File: src/rtl/wb_arb_pkg.sv
// Shared types and constants for the writeback port arbiter and its result FIFO.
package wb_arb_pkg;

   localparam int unsigned ARB_ADDR_W = 5;
   localparam int unsigned ARB_DATA_W = 32;
   localparam int unsigned NUM_REGS   = 32;

   typedef enum logic [1:0] {
      IDLE,
      WAIT,
      DRAIN
   } arb_state_t;

   typedef struct packed {
      logic [ARB_ADDR_W-1:0] rd;
      logic [ARB_DATA_W-1:0] data;
   } lu_entry_t;

endpackage

File: src/rtl/wb_result_fifo.sv
// Synchronous FIFO holding long-latency unit results until a writeback slot is free.
module wb_result_fifo
   import wb_arb_pkg::*;
#(
   parameter int unsigned DEPTH = 2
) (
   input  logic                     i_clk,
   input  logic                     i_rst,
   input  logic                     i_push,
   input  lu_entry_t                i_wdata,
   input  logic                     i_pop,
   output lu_entry_t                o_head,
   output logic                     o_full,
   output logic                     o_empty,
   output logic [$clog2(DEPTH):0]   o_count
);

   localparam int unsigned PTR_W = $clog2(DEPTH);
   localparam logic [PTR_W:0] PTR_ONE = 1;

   // Pointers carry one extra wrap bit to tell full from empty.
   logic [PTR_W:0] r_wr_ptr;
   logic [PTR_W:0] r_rd_ptr;
   lu_entry_t      r_mem [DEPTH];
   logic           w_do_push;
   logic           w_do_pop;

   assign o_empty   = (r_wr_ptr == r_rd_ptr);
   assign o_full    = (r_wr_ptr[PTR_W] != r_rd_ptr[PTR_W]) &&
                      (r_wr_ptr[PTR_W-1:0] == r_rd_ptr[PTR_W-1:0]);
   assign o_count   = r_wr_ptr - r_rd_ptr;
   assign o_head    = r_mem[r_rd_ptr[PTR_W-1:0]];
   assign w_do_push = i_push && !o_full;
   assign w_do_pop  = i_pop && !o_empty;

   always_ff @(posedge i_clk) begin
      if (i_rst) begin
         r_wr_ptr <= '0;
         r_rd_ptr <= '0;
      end else begin
         if (w_do_push) begin
            r_wr_ptr <= r_wr_ptr + PTR_ONE;
         end
         if (w_do_pop) begin
            r_rd_ptr <= r_rd_ptr + PTR_ONE;
         end
      end
   end

   always_ff @(posedge i_clk) begin
      if (w_do_push) begin
         r_mem[r_wr_ptr[PTR_W-1:0]] <= i_wdata;
      end
   end

endmodule

File: src/rtl/wb_port_arbiter.sv
// Arbitrates the single register-file write port between the pipeline writeback stage
// and buffered long-latency unit results, with starvation freeze and a busy scoreboard.
module wb_port_arbiter
   import wb_arb_pkg::*;
#(
   parameter int unsigned DATA_W   = ARB_DATA_W,
   parameter int unsigned ADDR_W   = ARB_ADDR_W,
   parameter int unsigned DEPTH    = 2,
   parameter int unsigned MAX_WAIT = 4
) (
   input  logic                i_clk,
   input  logic                i_rst,
   input  logic                i_reg_write_w,
   input  logic [ADDR_W-1:0]   i_rd_w,
   input  logic [DATA_W-1:0]   i_result_w,
   input  logic                i_lu_issue,
   input  logic [ADDR_W-1:0]   i_lu_issue_rd,
   input  logic                i_lu_valid,
   output logic                o_lu_ready,
   input  logic [ADDR_W-1:0]   i_lu_rd,
   input  logic [DATA_W-1:0]   i_lu_data,
   output logic                o_rf_we,
   output logic [ADDR_W-1:0]   o_rf_addr,
   output logic [DATA_W-1:0]   o_rf_wdata,
   output logic                o_stall_w,
   output logic [NUM_REGS-1:0] o_busy_mask
);

   localparam int unsigned CNT_W = $clog2(DEPTH) + 1;
   localparam int unsigned AGE_W = $clog2(MAX_WAIT + 1);
   localparam logic [CNT_W-1:0] CNT_ONE   = 1;
   localparam logic [AGE_W-1:0] AGE_ONE   = 1;
   localparam logic [AGE_W-1:0] AGE_LIMIT = AGE_W'(MAX_WAIT - 1);

   arb_state_t          r_state;
   arb_state_t          w_state_next;
   logic [AGE_W-1:0]    r_age;
   logic [AGE_W-1:0]    w_age_next;
   logic [NUM_REGS-1:0] r_busy;
   logic [NUM_REGS-1:0] w_busy_next;

   lu_entry_t           w_push_entry;
   lu_entry_t           w_head;
   logic                w_full;
   logic                w_empty;
   logic [CNT_W-1:0]    w_count;
   logic                w_push;
   logic                w_pop;
   logic                w_pipe_wr;
   logic                w_empty_next;

   assign w_push_entry = '{rd: i_lu_rd, data: i_lu_data};
   assign o_lu_ready   = !w_full;
   assign w_push       = i_lu_valid && !w_full;
   assign w_pipe_wr    = i_reg_write_w && (i_rd_w != '0);
   // The pipeline owns the port unless we are draining; idle slots go to the FIFO head.
   assign w_pop        = !w_empty && ((r_state == DRAIN) || !w_pipe_wr);
   assign w_empty_next = !w_push && (w_empty || (w_pop && (w_count == CNT_ONE)));

   wb_result_fifo #(
      .DEPTH (DEPTH)
   ) u_fifo (
      .i_clk   (i_clk),
      .i_rst   (i_rst),
      .i_push  (w_push),
      .i_wdata (w_push_entry),
      .i_pop   (w_pop),
      .o_head  (w_head),
      .o_full  (w_full),
      .o_empty (w_empty),
      .o_count (w_count)
   );

   always_ff @(posedge i_clk) begin
      if (i_rst) begin
         r_state <= IDLE;
      end else begin
         r_state <= w_state_next;
      end
   end

   always_comb begin
      w_state_next = r_state;
      unique case (r_state)
         IDLE: begin
            if (!w_empty_next) begin
               w_state_next = WAIT;
            end
         end
         WAIT: begin
            if (w_empty_next) begin
               w_state_next = IDLE;
            end else if (!w_pop && (r_age == AGE_LIMIT)) begin
               w_state_next = DRAIN;
            end
         end
         DRAIN: begin
            if (w_empty_next) begin
               w_state_next = IDLE;
            end
         end
         default: w_state_next = IDLE;
      endcase
   end

   always_comb begin
      o_stall_w = (r_state == DRAIN);
   end

   always_comb begin
      w_age_next = '0;
      if ((r_state == WAIT) && (w_state_next == WAIT) && !w_pop) begin
         w_age_next = r_age + AGE_ONE;
      end
   end

   always_ff @(posedge i_clk) begin
      if (i_rst) begin
         r_age <= '0;
      end else begin
         r_age <= w_age_next;
      end
   end

   always_comb begin
      o_rf_we    = 1'b0;
      o_rf_addr  = '0;
      o_rf_wdata = '0;
      if (w_pop) begin
         o_rf_we    = (w_head.rd != '0);
         o_rf_addr  = w_head.rd;
         o_rf_wdata = w_head.data;
      end else if (w_pipe_wr && (r_state != DRAIN)) begin
         o_rf_we    = 1'b1;
         o_rf_addr  = i_rd_w;
         o_rf_wdata = i_result_w;
      end
      // Entries being discarded by reset must not reach the register file.
      if (i_rst) begin
         o_rf_we = 1'b0;
      end
   end

   always_comb begin
      w_busy_next = r_busy;
      if (w_pop) begin
         w_busy_next[w_head.rd] = 1'b0;
      end
      if (i_lu_issue) begin
         w_busy_next[i_lu_issue_rd] = 1'b1;
      end
      w_busy_next[0] = 1'b0;
   end

   always_ff @(posedge i_clk) begin
      if (i_rst) begin
         r_busy <= '0;
      end else begin
         r_busy <= w_busy_next;
      end
   end

   assign o_busy_mask = r_busy;

endmodule

File: config.mk
export PLATFORM = sky130hd
export DESIGN_NAME = wb_port_arbiter
export DESIGN_NICKNAME = d
export VERILOG_FILES = /design/src/rtl/wb_arb_pkg.sv /design/src/rtl/wb_result_fifo.sv /design/src/rtl/wb_port_arbiter.sv
export SDC_FILE = /design/constraint.sdc
export NUM_CORES = 1
export LEC_CHECK = 0
export CORE_MARGIN = 2
export CORE_UTILIZATION = 24
export CTS_CLUSTER_SIZE = 10
export DETAILED_ROUTE_END_ITERATION = 7
export GPL_TIMING_DRIVEN = 1
export HOLD_SLACK_MARGIN = 0.12
export PLACE_DENSITY_LB_ADDON = 0.3
export SETUP_SLACK_MARGIN = 0.15
export SYNTH_ARGS = -nofsm -noshare
export SYNTH_HDL_FRONTEND = slang
export SYNTH_SLANG_ARGS = --single-unit
File: constraint.sdc
create_clock -name i_clk -period 7.3 [get_ports i_clk]
set_input_delay 0.73 -clock i_clk [delete_from_list [all_inputs] [get_ports i_clk]]
set_output_delay 0.73 -clock i_clk [all_outputs]
set_load 0.01 [all_outputs]
* Yosys cells after proc, flatten, opt, wreduce, memory -nomap -nowiden
Memory sizes are Yosys's and may differ from the RTL's. A register that Yosys moved wholly into a read port is not among the register bits.
Cells that the tools add are included.
** Operators by class
- Add/sub/neg operators :: 4
- Order comparisons :: 4
- Eq/ne operators :: 9
- Muxes and demuxes :: 22
- Bitwise logic cells :: 4
- Reduce and logical (&&, ||, !) cells :: 25
** Operators with widths (count)
- $mux 32 :: 4
- $and 32x32->32 :: 1
- $not 32->32 :: 1
- $or 32x32->32 :: 1
- $logic_and 1x1->1 :: 14
- $lt 5x6->1 const B :: 2
- $demux 1 s5 :: 2
- $ge 5x1->1 const B :: 2
- $mux 5 :: 2
- $reduce_bool 5->1 :: 2
- $mux 1 :: 9
- $mux 2 :: 4
- $eq 2x1->1 const B :: 3
- $pmux 2 s3 :: 1
- $logic_not 1->1 :: 5
- $add 2x1->2 const B :: 2
- $add 3x1->3 const B :: 1
- $eq 3x2->1 const B :: 1
- $eq 2x2->1 :: 1
- $eq 2x2->1 const B :: 1
- $logic_not 2->1 :: 1
- $logic_or 1x1->1 :: 2
- $ne 2x2->1 const B :: 1
- $reduce_or 2->1 :: 1
- 4 further kinds :: 4
** Word-level totals
- Register bits after elaboration :: 41
- Memory bits (writable) :: 74
- Bits of input ports :: 84
- Output and inout port bits :: 72
- Logic and storage cells :: 75
- Memories kept :: 1
** Memory list
- u_fifo.r_mem :: depth 2, width 37, rd ports 1, clocked after Yosys merged registers in 1, write ports 1, RTL line wb_result_fifo.sv:24 : lu_entry_t r_mem [DEPTH];

* Longest topological paths before layout
- Depth in word-level cells :: 15
- Gate-level depth with buffers :: 8
- Depth with buffers taken out :: 6

* Cells and area by module
From an unflattened synthesis, not the netlist that was laid out.
** Unflattened totals
- Cells, all modules :: 404
- Area, all modules :: 5069.9 µm²
** By module, submodules not included
- wb_result_fifo :: instances 1, cells each 154, area each 2965.3 µm², seq. area each 2322.2 µm²
- wb_port_arbiter :: instances 1, cells each 250, area each 2104.5 µm², seq. area each 720.7 µm²

* Worst setup path before layout
OpenSTA, ideal clock, no wires.
- Path type :: input-to-output
- From :: input i_rd_w[1]
- To :: output o_rf_wdata[12]
- Data arrival time :: 1.965 ns
- Data required time :: 6.570 ns
- Setup slack :: 4.605 ns
- Stages on the path :: 6
- Buffers on the path :: 2
- Cell sequence :: nor4_4 a211oi_2 or2_1 buf_6 buf_6 o21ai_0
** On the way
- Cells in the longest elaborated chain, start to end :: 6
- Elaborated cells on any way between the ends :: 8
- Those cells by class :: 2 x mux; 6 x reduce/logical
** RTL lines
- start: declaration :: RTL line wb_port_arbiter.sv:14 : input logic [ADDR_W-1:0] i_rd_w,
- $reduce_bool 5->1 (*) :: RTL line wb_port_arbiter.sv:55 : assign w_pipe_wr = i_reg_write_w && (i_rd_w != '0);
- $logic_and 1x1->1 (*) :: RTL line wb_port_arbiter.sv:55
- $logic_not 1->1 :: RTL line wb_port_arbiter.sv:57 : assign w_pop = !w_empty && ((r_state == DRAIN) || !w_pipe_wr);
- $logic_or 1x1->1 :: RTL line wb_port_arbiter.sv:57
- $logic_and 1x1->1 :: RTL line wb_port_arbiter.sv:57
- $mux 32 (*) :: RTL line wb_port_arbiter.sv:129 : if (w_pop) begin
- end: declaration :: RTL line wb_port_arbiter.sv:24 : output logic [DATA_W-1:0] o_rf_wdata,
Every way passes the cells marked *; elsewhere a longest branch is shown, timed or not.

* Worst setup path in the final report
- From :: input i_rd_w[3]
- To :: output o_rf_wdata[21]
The elaborated chain is that of the path after synthesis.

==> impl.org <==
** Floorplanning
- Area of the die :: 0.0226 mm^2
- 156 I/O pins were placed.
- Floorplan Core Area :: 0.0210 mm^2
- Number of rows created at floorplan :: 53
- Die span in x :: 150 um
- Die Ht :: 150 um
- Once the floorplan was initialized, standard cells occupied 24.5% of the core.

** Timing
- Hold is met by 0.452 ns.
- Derived from the worst setup path, the maximum achievable clock frequency is 0.254 GHz.
- At the pin with the least slew margin, the transition time is 0.993 ns.
- In the final timing run, aggregate negative setup slack is 0 ns.
- Tcrit/Tclk final :: 54.0%
- Number of hold-slack violations in the final timing report :: 0
- Final setup violation count :: 0
- Worst clock skew on the final layout :: 0.00440 ns
- Post-route minimum period :: 3.94 ns
- Worst slew margin :: 33.8%
- Final-report max-slew violation count :: 0
- Unrepaired setup endpoints after global routing :: no

** Drt
- Wire length after detailed routing :: 15000 um
- The first detailed-routing pass took 6 iterations.
- For this block, the via count after detailed routing is 4176.
- Number of nets with antenna violations after routing :: 0
- Using the TritonRoute via totals, the vias-per-cell ratio works out to 4.66.
- Post-detailed-route wirelength per cell :: 16.8 um
- Initial DRC count :: 221
- For this run, design rule violations remaining after detail routing come to 0.

** Layout
- # nets final :: 696
- The repair_antennas step left the layout with diodes totalling 0.
- In the final layout, the multi-input gates occupy 0.00193 mm^2.
- Across the whole layout, storage elements account for 0.00304 mm^2.
- After filler insertion, the fill cell instance count of the layout stands at 2035.
- Final standard cell area without fillers :: 0.00758 mm^2
- Layout overhead on the synthesized area :: 47.5%
- Share of post-route cells with drive strength above 1 :: 8.36%

** Min path
- Along the worst hold path, the cell count comes to 1.
- Hold path startpoint :: r_age[0]
- Min-Delay Path Class :: flip-flop to flip-flop
- The worst hold path terminates at r_age[0].

** Placement
- Final weighted congestion in routability-driven placement :: 0.800
- In this run the cell area measured after placement is 0.00695 mm^2.
- In this run the tool buffered the top-level ports with 154 buffer cells.
- The HPWL after detailed placement is 10700 um.

** CTS
- The number of gates resized after CTS was 0.
- Total CTS buffers :: 17
- The clock passes through at most 2 buffers.
- Clock Latency Late Sink :: 0.41 ns
- After clock tree synthesis, the setup repair step added 0 buffers.
- Clk sink count :: 115
- TritonCTS built the clock tree.
- After clock tree synthesis, the clock-pin slew on the worst setup and hold paths is 0.05 ns.
- The H-tree was split into 4 levels.
- Hold Buf Count CTS :: 0
- CTS root buffer :: sky130_fd_sc_hd__clkbuf_16

** Worst setup path
- Worst path required time :: 6.57 ns
- The startpoint identified for the worst register-to-register timing path is u_fifo.r_wr_ptr[0].
- Setup slack of the worst register-to-register path :: 4.90 ns
- Arrival time at the worst endpoint :: 3.21 ns
- The endpoint identified for the worst register-to-register timing path is u_fifo.r_mem[0][0].
- Setup Crit Path Kind :: primary input to output pin
- Critical-path cell with the highest stage delay :: sky130_fd_sc_hd__clkdlybuf4s50_1
- The critical path goes through clkdlybuf4s50_1 -> nor4_4 -> a211oi_4 -> or2_1 -> buf_4 -> o21ai_0 -> clkdlybuf4s50_1.
- CP Capture Type :: output pin
- Number of cells traversed by the worst register-to-register path :: 4
- Highest net fanout along the worst path :: 33
- Broken down by cell family, the worst path's largest delay share belongs to buffers and inverters.
- For this run, the slowest stage of the critical path takes 0.58 ns.
- Critical path buffers and inverters :: 3
- CP Launch Type :: primary input
- In this design, the critical path's most frequently occurring cell is sky130_fd_sc_hd__clkdlybuf4s50_1.

** Yosys
- Area of the mapped netlist :: 0.00514 mm^2
- Syn Nets :: 542
- In this run, synthesis inferred 74 flip-flops with an integrated enable.
- The average instance in the mapped netlist occupies 11.3 um^2.
- Commonest register cell after synthesis :: sky130_fd_sc_hd__edfxtp_1
- Number of distinct library cells after synthesis :: 52
- Async set or reset register ratio after synthesis :: 0%
- Warnings, synthesis :: 0
- In the synthesized netlist, the number of instances is 455.
- Counting flops and latches in the post-synthesis netlist gives 115.
- Seq/Total Area, Yosys :: 59.2%

** Pwr
- Share of power burned in registers :: 35.1%
- Pwr/cell area :: 299 mW/mm^2
- Clock network power share :: 39.2%
- Sw frac :: 29.4%
- Static leakage :: 2.51 nW
- Cell-internal power :: 1.60 mW
- Combinational fraction of design power :: 25.8%
- The completed layout was analyzed and its total power is 2.27 mW.
- Across the VDD grid, the largest voltage drop is 0.164 mV.
- In this run the power spent charging and discharging nets is 0.668 mW.

** Global route
- Total global routing track utilization :: 13.8%
- Number of global-route vias before repair :: 4227
- Overall overflow remaining after global route :: 0
- Largest net degree at the start of global routing :: 48
- Initial antenna violation count :: 0
- First-pass GRT wire length :: 23400 um

** Run
- MaxCap Viol Count :: 0

** Outcome
- Outcome :: complete, no violations
Yosys cell counts, types with 8 or more instances:
| master | instances | share of area (%) |
|---|---|---|
| sky130_fd_sc_hd__a211oi_1 | 19 | 2.8 |
| sky130_fd_sc_hd__a21oi_1 | 23 | 2.2 |
| sky130_fd_sc_hd__a311oi_1 | 12 | 2.0 |
| sky130_fd_sc_hd__buf_2 | 8 | 0.78 |
| sky130_fd_sc_hd__clkbuf_1 | 8 | 0.58 |
| sky130_fd_sc_hd__dfxtp_1 | 41 | 16 |
| sky130_fd_sc_hd__edfxtp_1 | 74 | 43 |
| sky130_fd_sc_hd__inv_1 | 10 | 0.73 |
| sky130_fd_sc_hd__mux2i_1 | 37 | 7.2 |
| sky130_fd_sc_hd__nand2_1 | 56 | 4.1 |
| sky130_fd_sc_hd__nor2_1 | 39 | 2.8 |
| sky130_fd_sc_hd__nor3_1 | 8 | 0.78 |
| sky130_fd_sc_hd__o21ai_0 | 29 | 2.8 |
| sky130_fd_sc_hd__o21ai_1 | 8 | 0.78 |
state kept, by name, indices dropped and copies added (netlist names), named ones only:
| name | cells |
|---|---|
| o_busy_mask | 31 |
| u_fifo.r_wr_ptr | 2 |
| r_state | 2 |
| r_age | 3 |
| u_fifo.r_rd_ptr | 2 |
| u_fifo.r_mem | 74 |
cells in the final DEF, fill, tap and decap left out, types with 3 or more instances in the layout:
master                            count
sky130_fd_sc_hd__a21oi_1             23
sky130_fd_sc_hd__edfxtp_1            74
sky130_fd_sc_hd__clkbuf_16           17
sky130_fd_sc_hd__o31ai_1              7
sky130_fd_sc_hd__nand2_1             56
sky130_fd_sc_hd__ha_1                 3
sky130_fd_sc_hd__a211oi_1            19
sky130_fd_sc_hd__and3b_1              4
sky130_fd_sc_hd__clkinv_4             5
sky130_fd_sc_hd__inv_1               10
sky130_fd_sc_hd__a311oi_1            12
sky130_fd_sc_hd__o21ai_1              8
sky130_fd_sc_hd__dfxtp_1             40
sky130_fd_sc_hd__buf_4                7
sky130_fd_sc_hd__xnor2_1              3
sky130_fd_sc_hd__bufinv_16            4
sky130_fd_sc_hd__mux2i_1             37
sky130_fd_sc_hd__nor3b_1              7
sky130_fd_sc_hd__clkdlybuf4s50_1    154
sky130_fd_sc_hd__nand3_1              3
sky130_fd_sc_hd__nor3_1               8
sky130_fd_sc_hd__o21ai_0             29
sky130_fd_sc_hd__nand3b_1             5
sky130_fd_sc_hd__nand2b_1             4
sky130_fd_sc_hd__nor2_1              39
power by group through the flow:
stage          clock (mW)  sequential (mW)  combinational, mW
2_1_floorplan           0            0.802              0.335
3_3_place_gp            0            0.806              0.587
3_5_place_dp            0            0.809              0.593
4_1_cts             0.907            0.796              0.597
5_1_grt             0.944            0.802              0.639
6_report            0.888            0.795              0.585
worst max-delay path by stage:
stage / from / endpoint / slack [ns] / depth (start not counted)
after floorplan: i_rd_w[1] / o_rf_wdata[12] / 4.61 / 6
after global placement: i_rd_w[3] / o_rf_addr[1] / 3.44 / 7
after detailed placement: i_rd_w[3] / o_rf_addr[1] / 3.35 / 7
after CTS: i_rd_w[3] / o_rf_addr[1] / 3.32 / 7
after global routing: u_fifo.r_wr_ptr[0] / o_rf_addr[1] / 3.22 / 8
final: i_rd_w[3] / o_rf_wdata[21] / 3.36 / 7
layout make-up:
cell class              count  share of cell area (%)
clock inverters            15                    2.74
multi-input cells         304                    25.4
inverters                  10                   0.495
clock buffers              17                    5.61
well taps                 275                    4.54
repair buffers            161                    21.0
flip-flops and latches    115                    40.2
through the flow:
step / utilization (%) / setup slack, ns / cells
after floorplan: - / 4.61 / 455
after CTS: 36.1 / 3.32 / 897
after detailed placement: 33.0 / 3.35 / 865
after global routing: 36.1 / 3.22 / 897
final: 36.1 / 3.36 / 897
after global placement: 33.0 / 3.44 / 865
kinds of logic (layout without fill, tap and decap cells):
logic type                 count (synthesis)  count (layout)  synth area share (%)
and+or+nand+nor                          146             146                  14.0
DFF                                      115             115                  59.2
AOI/OAI and AO/OA                        110             110                  13.9
muxes                                     39              39                  7.64
buffers and inverters                     36             203                  3.48
xor gates and xnor gates                   5               5                 0.998
adders and majority gates                  3               3                 0.730
other                                      1               1                0.0730
per-layer routing:
layer  up-vias  routed length, um  track usage, %
met4         0                129            3.96
met2       163               7300            22.9
met3        13               1110            4.52
met1      2002               6510            17.0
met5         -                  0               0
li1       1998                  -               -
(Power assumes the default switching activity.)
